`config.mk`:
```
export PLATFORM = sky130hd
export DESIGN_NAME = dds_phase_gen_flat
export DESIGN_NICKNAME = d
export VERILOG_FILES = /design/src/rtl/dds_pkg.sv /design/src/rtl/dds_phase_gen_if.sv /design/src/rtl/sample_fifo2.sv /design/src/rtl/dds_phase_gen.sv /design/src/flat_wrapper.sv
export SDC_FILE = /design/constraint.sdc
export NUM_CORES = 1
export LEC_CHECK = 0
export ABC_AREA = 1
export ABC_CLOCK_PERIOD_IN_PS = 5300
export CAP_MARGIN = 25
export CORE_MARGIN = 1.5
export CORE_UTILIZATION = 60
export DETAILED_ROUTE_END_ITERATION = 8
export PLACE_DENSITY_LB_ADDON = 0.25
export SLEW_MARGIN = 20
export SYNTH_ARGS = -nofsm -noshare
export SYNTH_HDL_FRONTEND = slang
export SYNTH_SLANG_ARGS = --single-unit
```
`constraint.sdc`:
```
create_clock -name clk -period 5.3 [get_ports clk]
set_input_delay 1.325 -clock clk [delete_from_list [all_inputs] [get_ports clk]]
set_output_delay 1.325 -clock clk [all_outputs]
set_load 0.1 [all_outputs]
```
`src/rtl/dds_pkg.sv`:
```
// Shared definitions for the DDS phase generator: default widths and the
// phase-to-ROM-address mapping.
package dds_pkg;

  localparam int unsigned DATA_W  = 8;
  localparam int unsigned ADDR_W  = 8;
  localparam int unsigned PHASE_W = 24;
  localparam int unsigned DIV_W   = 16;

  // Top ADDR_W phase bits plus offset, modulo 2^ADDR_W.
  function automatic logic [ADDR_W-1:0] phase_to_addr(input logic [PHASE_W-1:0] phase,
                                                      input logic [ADDR_W-1:0]  off);
    return phase[PHASE_W-1 -: ADDR_W] + off;
  endfunction

endpackage

```
`src/rtl/dds_phase_gen_if.sv`:
```
// ROM read port plus output sample stream of the DDS phase generator.
//  rom_rd/rom_addr  : read strobe and address toward the sine ROM
//  rom_data         : registered ROM d_out, valid the cycle after rom_rd
//  sample_*         : valid/ready sample stream toward the consumer
interface dds_phase_gen_if
  import dds_pkg::*;
#(
  parameter int unsigned DATA_WIDTH = DATA_W,
  parameter int unsigned ADDR_WIDTH = ADDR_W
) ();

  logic                  rom_rd;
  logic [ADDR_WIDTH-1:0] rom_addr;
  logic [DATA_WIDTH-1:0] rom_data;
  logic [DATA_WIDTH-1:0] sample_out;
  logic                  sample_valid;
  logic                  sample_ready;

  // Generator side
  modport master (
    output rom_rd, rom_addr, sample_out, sample_valid,
    input  rom_data, sample_ready
  );

  // ROM + consumer side
  modport slave (
    input  rom_rd, rom_addr, sample_out, sample_valid,
    output rom_data, sample_ready
  );

endinterface

```
`src/rtl/sample_fifo2.sv`:
```
// Two-entry sample FIFO. A push while full is accepted only if a pop happens
// in the same cycle; otherwise the caller treats it as a drop.
//  i_clr          : synchronous clear (empties the FIFO)
//  i_push/i_data  : write request and data
//  i_pop          : read request (ignored when empty)
//  o_full/o_empty : occupancy flags
//  o_head         : oldest entry
module sample_fifo2 #(
  parameter int unsigned WIDTH = 8
) (
  input  logic             clk,
  input  logic             rst_n,
  input  logic             i_clr,
  input  logic             i_push,
  input  logic [WIDTH-1:0] i_data,
  input  logic             i_pop,
  output logic             o_full,
  output logic             o_empty,
  output logic [WIDTH-1:0] o_head
);

  logic [WIDTH-1:0] r_mem [2];
  logic             r_wr_ptr;
  logic             r_rd_ptr;
  logic [1:0]       r_count;

  logic w_do_pop;
  logic w_do_push;

  assign o_full    = (r_count == 2'd2);
  assign o_empty   = (r_count == 2'd0);
  assign o_head    = r_mem[r_rd_ptr];
  assign w_do_pop  = i_pop & ~o_empty;
  assign w_do_push = i_push & (~o_full | w_do_pop);

  // Storage, pointers and occupancy
  always_ff @(posedge clk or negedge rst_n) begin
    if (!rst_n) begin
      for (int i = 0; i < 2; i++) r_mem[i] <= '0;
      r_wr_ptr <= 1'b0;
      r_rd_ptr <= 1'b0;
      r_count  <= 2'd0;
    end else if (i_clr) begin
      for (int i = 0; i < 2; i++) r_mem[i] <= '0;
      r_wr_ptr <= 1'b0;
      r_rd_ptr <= 1'b0;
      r_count  <= 2'd0;
    end else begin
      if (w_do_push) begin
        r_mem[r_wr_ptr] <= i_data;
        r_wr_ptr        <= ~r_wr_ptr;
      end
      if (w_do_pop) r_rd_ptr <= ~r_rd_ptr;
      case ({w_do_push, w_do_pop})
        2'b10:   r_count <= r_count + 2'd1;
        2'b01:   r_count <= r_count - 2'd1;
        default: r_count <= r_count;
      endcase
    end
  end

endmodule

```
`src/rtl/dds_phase_gen.sv`:
```
// NCO front end for a sine ROM: divider ticks advance a phase accumulator,
// each tick issues a ROM read, the returned sample is captured one cycle
// later and queued in a 2-entry FIFO toward a valid/ready consumer.
//  clk, rst_n          : clock, async active-low reset
//  en, sync_clr        : divider enable, synchronous clear
//  ftw, phase_off, div : tuning word, address offset, tick period - 1
//  bus                 : ROM read port and sample stream
//  wrap                : pulse on accumulator carry-out
//  overrun, *_flag     : pulse / sticky indication of a dropped sample
module dds_phase_gen
  import dds_pkg::*;
#(
  parameter int unsigned DATA_WIDTH  = DATA_W,
  parameter int unsigned ADDR_WIDTH  = ADDR_W,
  parameter int unsigned PHASE_WIDTH = PHASE_W,
  parameter int unsigned DIV_WIDTH   = DIV_W,
  parameter bit          SIGNED_OUT  = 1'b0
) (
  input  logic                   clk,
  input  logic                   rst_n,
  input  logic                   en,
  input  logic                   sync_clr,
  input  logic [PHASE_WIDTH-1:0] ftw,
  input  logic [ADDR_WIDTH-1:0]  phase_off,
  input  logic [DIV_WIDTH-1:0]   div,
  dds_phase_gen_if.master        bus,
  output logic                   wrap,
  output logic                   overrun,
  output logic                   overrun_flag
);

  // Flips the sample MSB to turn offset-binary into two's complement.
  localparam logic [DATA_WIDTH-1:0] SIGN_MASK =
    DATA_WIDTH'(SIGNED_OUT) << (DATA_WIDTH - 1);

  logic [PHASE_WIDTH-1:0] r_phase;
  logic [DIV_WIDTH-1:0]   r_cnt;
  logic                   r_rom_rd;
  logic [ADDR_WIDTH-1:0]  r_rom_addr;
  logic                   r_s2_vld;
  logic                   r_wrap;
  logic                   r_overrun;
  logic                   r_overrun_flag;

  logic                   w_tick;
  logic [PHASE_WIDTH:0]   w_sum;
  logic                   w_pop;
  logic                   w_drop;
  logic                   w_full;
  logic                   w_empty;
  logic [DATA_WIDTH-1:0]  w_head;
  logic [DATA_WIDTH-1:0]  w_push_data;

  assign w_tick      = en & (r_cnt == '0);
  assign w_sum       = {1'b0, r_phase} + {1'b0, ftw};
  assign w_pop       = ~w_empty & bus.sample_ready;
  assign w_drop      = r_s2_vld & w_full & ~w_pop;
  assign w_push_data = bus.rom_data ^ SIGN_MASK;

  assign bus.rom_rd       = r_rom_rd;
  assign bus.rom_addr     = r_rom_addr;
  assign bus.sample_out   = w_head;
  assign bus.sample_valid = ~w_empty;
  assign wrap             = r_wrap;
  assign overrun          = r_overrun;
  assign overrun_flag     = r_overrun_flag;

  // Divider, accumulator, ROM request and capture-stage valid
  always_ff @(posedge clk or negedge rst_n) begin
    if (!rst_n) begin
      r_phase        <= '0;
      r_cnt          <= '0;
      r_rom_rd       <= 1'b0;
      r_rom_addr     <= '0;
      r_s2_vld       <= 1'b0;
      r_wrap         <= 1'b0;
      r_overrun      <= 1'b0;
      r_overrun_flag <= 1'b0;
    end else if (sync_clr) begin
      r_phase        <= '0;
      r_cnt          <= '0;
      r_rom_rd       <= 1'b0;
      r_s2_vld       <= 1'b0;
      r_wrap         <= 1'b0;
      r_overrun      <= 1'b0;
      r_overrun_flag <= 1'b0;
    end else begin
      r_rom_rd  <= w_tick;
      r_wrap    <= w_tick & w_sum[PHASE_WIDTH];
      r_s2_vld  <= r_rom_rd;
      r_overrun <= w_drop;
      if (w_drop) r_overrun_flag <= 1'b1;
      if (en) r_cnt <= w_tick ? div : r_cnt - DIV_WIDTH'(1);
      if (w_tick) begin
        r_phase    <= w_sum[PHASE_WIDTH-1:0];
        r_rom_addr <= phase_to_addr(r_phase, phase_off);
      end
    end
  end

  // ROM data is consumed live in the capture cycle and pushed at its end.
  sample_fifo2 #(.WIDTH(DATA_WIDTH)) u_fifo (
    .clk     (clk),
    .rst_n   (rst_n),
    .i_clr   (sync_clr),
    .i_push  (r_s2_vld),
    .i_data  (w_push_data),
    .i_pop   (w_pop),
    .o_full  (w_full),
    .o_empty (w_empty),
    .o_head  (w_head)
  );

endmodule

```
`src/flat_wrapper.sv`:
```
// flat-port wrapper written by rule: the top's interface ports become plain ports
module dds_phase_gen_flat import dds_pkg::*;
#(
  parameter int unsigned DATA_WIDTH  = DATA_W,
  parameter int unsigned ADDR_WIDTH  = ADDR_W,
  parameter int unsigned PHASE_WIDTH = PHASE_W,
  parameter int unsigned DIV_WIDTH   = DIV_W,
  parameter bit          SIGNED_OUT  = 1'b0
)
  (clk, rst_n, en, sync_clr, ftw, phase_off, div, wrap, overrun, overrun_flag, bus_rom_rd, bus_rom_addr, bus_sample_out, bus_sample_valid, bus_rom_data, bus_sample_ready);
  dds_phase_gen_if #(.DATA_WIDTH(DATA_WIDTH), .ADDR_WIDTH(ADDR_WIDTH)) bus_i ();
  input  logic clk;
  input  logic rst_n;
  input  logic en;
  input  logic sync_clr;
  input  logic [PHASE_WIDTH-1:0] ftw;
  input  logic [ADDR_WIDTH-1:0] phase_off;
  input  logic [DIV_WIDTH-1:0] div;
  output logic wrap;
  output logic overrun;
  output logic overrun_flag;
  output wire logic [$bits(bus_i.rom_rd)-1:0] bus_rom_rd;
  output wire logic [$bits(bus_i.rom_addr)-1:0] bus_rom_addr;
  output wire logic [$bits(bus_i.sample_out)-1:0] bus_sample_out;
  output wire logic [$bits(bus_i.sample_valid)-1:0] bus_sample_valid;
  input wire logic [$bits(bus_i.rom_data)-1:0] bus_rom_data;
  input wire logic [$bits(bus_i.sample_ready)-1:0] bus_sample_ready;
  assign bus_rom_rd = bus_i.rom_rd;
  assign bus_rom_addr = bus_i.rom_addr;
  assign bus_sample_out = bus_i.sample_out;
  assign bus_sample_valid = bus_i.sample_valid;
  assign bus_i.rom_data = bus_rom_data;
  assign bus_i.sample_ready = bus_sample_ready;
  dds_phase_gen #(.DATA_WIDTH(DATA_WIDTH), .ADDR_WIDTH(ADDR_WIDTH), .PHASE_WIDTH(PHASE_WIDTH), .DIV_WIDTH(DIV_WIDTH), .SIGNED_OUT(SIGNED_OUT)) u_core (.clk(clk), .rst_n(rst_n), .en(en), .sync_clr(sync_clr), .ftw(ftw), .phase_off(phase_off), .div(div), .bus(bus_i), .wrap(wrap), .overrun(overrun), .overrun_flag(overrun_flag));
endmodule
```
==> results_dict.tcl <==
set metrics [dict create \
    status "finished clean" \
    clk_pin_slew_worst_paths_ps 100 \
    die_h_um 99.2 \
    first_global_vias 5308 \
    final_antenna_net_count 0 \
    yosysMostFrequentCell "nand2_1" \
    drc 0 \
    crit_path_start_kind "register" \
    leakage_nw 3.58 \
    cts_num_sinks 73 \
    synth-edff-count 0 \
    worst_pin_slew_ps 1020 \
    synth_commonest_cells "279 x nand2_1, 140 x inv_1, 78 x nor2_1" \
    grt_max_degree 46 \
    clock_path_buffers 2 \
    yosys_most_used_dff "dfrtp_1" \
    antenna_cells 0 \
    period_minus_slack_ps 3750 \
    core_area_um2 8850 \
    synth_top_cell_by_area "dfrtp_1" \
    reg2reg_to "u_core.wrap$_DFF_PN0_" \
    drive_gt1_share_pct 4.34 \
    dpl.hpwl_um 10900 \
    vdd_drop_max_mv 0.234 \
    ios 82 \
    wl_um 14300 \
    min_from "u_core.bus.rom_addr[5]$_DFFE_PN0P_" \
    grt_antenna_before_repair 0 \
    reg2reg_from "u_core.r_phase[11]$_DFFE_PN0P_" \
    rsz0062_at_grt "no" \
    syn2layout_area_growth_pct 19.0 \
    row_count 34 \
    ys_seq_elements 73 \
    io_buffers 81 \
    avgSynthCellArea_um2 6.63 \
    setup_tns_ps 0 \
    fin_crit_sh_pct 70.8 \
    power.density_nw_per_um2 273 \
    dieArea_um2 9840 \
    hold_viol_final 0 \
    seq_area_frac_synth_pct 32.9 \
    start_util_pct 62.7 \
    htreeDepth 3 \
    relSlewSlack_pct 32.1 \
    holdWs_ps 488 \
    cp.required_ps 3970 \
    reg2regPathDepth 11 \
    insertion_delay_ps 350 \
    end_kind "output pin" \
    dr.pass1.iters 5 \
    cts.repair.resized 0 \
    placed_area_um2 6420 \
    vias_per_cell 5.36 \
    cp.arrival_ps 2430 \
    postCtsSetupBuffers 0 \
    wire_per_inst_um 13.9 \
    setup_viol 0 \
    utilization_pct 74.6 \
    fin_area_um2 6600 \
    finalMaxSlewViolations 0 \
    path_class "register to output pin" \
    die_w_um 99.2 \
    grtUsageTotal_pct 30.3 \
    hold_path_end "u_core.bus.rom_addr[5]$_DFFE_PN0P_" \
    hold_buffers 0 \
    cp_max_fo 18 \
    syn_area_um2 5550 \
    cts_tree "built" \
    cap_violations 0 \
    overflow 0 \
    r2r_slack_ps 3200 \
    dr.first_iter.drc_count 366 \
    synth_top_area_share_pct 32.9 \
    cts_buffers 9 \
    ys_types 38 \
    ys_top_cells_by_area "dfrtp_1 33%, nand2_1 19%, inv_1 9.5%, ha_1 7.4%, nor2_1 5.3%" \
    syn_nets 933 \
    layout.nets 1012 \
    syn_inst 837 \
    yosys_warnings 0 \
    grt_pass1_wl_um 24000 \
    finClkSkew_ps 12.5 \
    root_buffer "clkbuf_8" \
    clock.fmax_mhz 266 \
    gp_congestion 0.943 \
    min_path_cells 2 \
    min_path_type "register to register" \
    async_flop_share_pct 100 \
    num_vias 5518 \
    fill_cells 749 \
]
worst max path at each step:
stage	startpoint	to	slack, ps	cells after the start
2_1_floorplan	u_core.u_fifo.r_rd_ptr$_DFFE_PN0P_	bus_sample_out[6]	1140	3
3_3_place_gp	sync_clr	u_core.r_phase[7]$_DFFE_PN0P_	1860	6
3_5_place_dp	sync_clr	u_core.r_cnt[4]$_DFFE_PN0P_	1790	6
4_1_cts	u_core.u_fifo.r_rd_ptr$_DFFE_PN0P_	bus_sample_out[1]	1530	3
5_1_grt	u_core.u_fifo.r_rd_ptr$_DFFE_PN0P_	bus_sample_out[1]	1440	3
6_report	u_core.u_fifo.r_rd_ptr$_DFFE_PN0P_	bus_sample_out[1]	1550	3
cell usage in the layout (no fill, tap or decap), types with 5 or more instances in the layout:
master	n
nand2_1	279
inv_1	140
clkdlybuf4s50_1	80
nor2_1	78
dfrtp_1	73
nand3_1	51
ha_1	33
o21ai_0	29
a21oi_1	26
o21ai_1	17
o22ai_1	16
xor2_1	12
nand4_1	10
clkbuf_8	9
nand3b_1	8
nor3_1	6
a21oi_2	6
xnor2_1	5
per-layer routing:
layer	wire length, um	GRT usage [%]	vias up	part of all wire [%]
met3	816	5.13	24	5.7
met5	0	0	-	0
met4	274	10.1	0	1.9
met1	6320	39.4	2521	44
met2	6850	51.7	185	48
li1	-	-	2788	-
critical path: stages, from the launching register on:
cell and delay, ps:
dfrtp_1 670, nand2_1 140, o21ai_0 110, clkdlybuf4s50_1 1160
final cells by class:
cell class | instances | area (um2) | share of cell area [%]
clock buffers | 9 | 124 | 1.88
clock inverters | 7 | 60.1 | 0.909
inverters | 143 | 537 | 8.13
multi-input cells | 607 | 3110 | 47.0
flip-flops and latches | 73 | 1830 | 27.7
well taps | 108 | 135 | 2.05
repair buffers | 82 | 816 | 12.4
cells by family after synthesis:
kind of cell | Yosys count | synth area share (%)
AO/OA/AOI/OAI | 106 | 10.9
XOR/XNOR | 17 | 2.68
adder cells (fa/ha/maj) | 35 | 8.16
buffers and inverters | 157 | 11.2
flip-flops | 73 | 32.9
AND/OR/NAND/NOR | 449 | 34.2
power by group:
| group | internal [mW] | leakage, nW | switching (mW) | total, mW |
|---|---|---|---|---|
| sequential | 0.614 | 0.999 | 0.0718 | 0.686 |
| combinational | 0.229 | 2.50 | 0.459 | 0.688 |
| clock | 0.178 | 0.0848 | 0.254 | 0.432 |
flip-flops by register name, summed over array words and instances (netlist names):
name / cells
u_core.u_fifo.r_mem: 16
u_core.overrun_flag: 1
u_core.overrun: 1
u_core.u_fifo.r_wr_ptr: 1
u_core.r_s2_vld: 1
u_core.r_cnt: 16
u_core.bus.rom_rd: 1
u_core.u_fifo.r_count: 2
u_core.r_phase: 24
u_core.u_fifo.r_rd_ptr: 1
u_core.wrap: 1
u_core.bus.rom_addr: 8
through the flow:
step | total power, mW | std cells | setup WS, ps
floorplan | 1.18 | 837 | 1140
global placement | 1.35 | 1013 | 1860
detailed placement | 1.37 | 1013 | 1790
CTS | 1.80 | 1029 | 1530
global route | 1.91 | 1029 | 1440
finish | 1.81 | 1029 | 1550
Power figures use the tool's default switching activity.
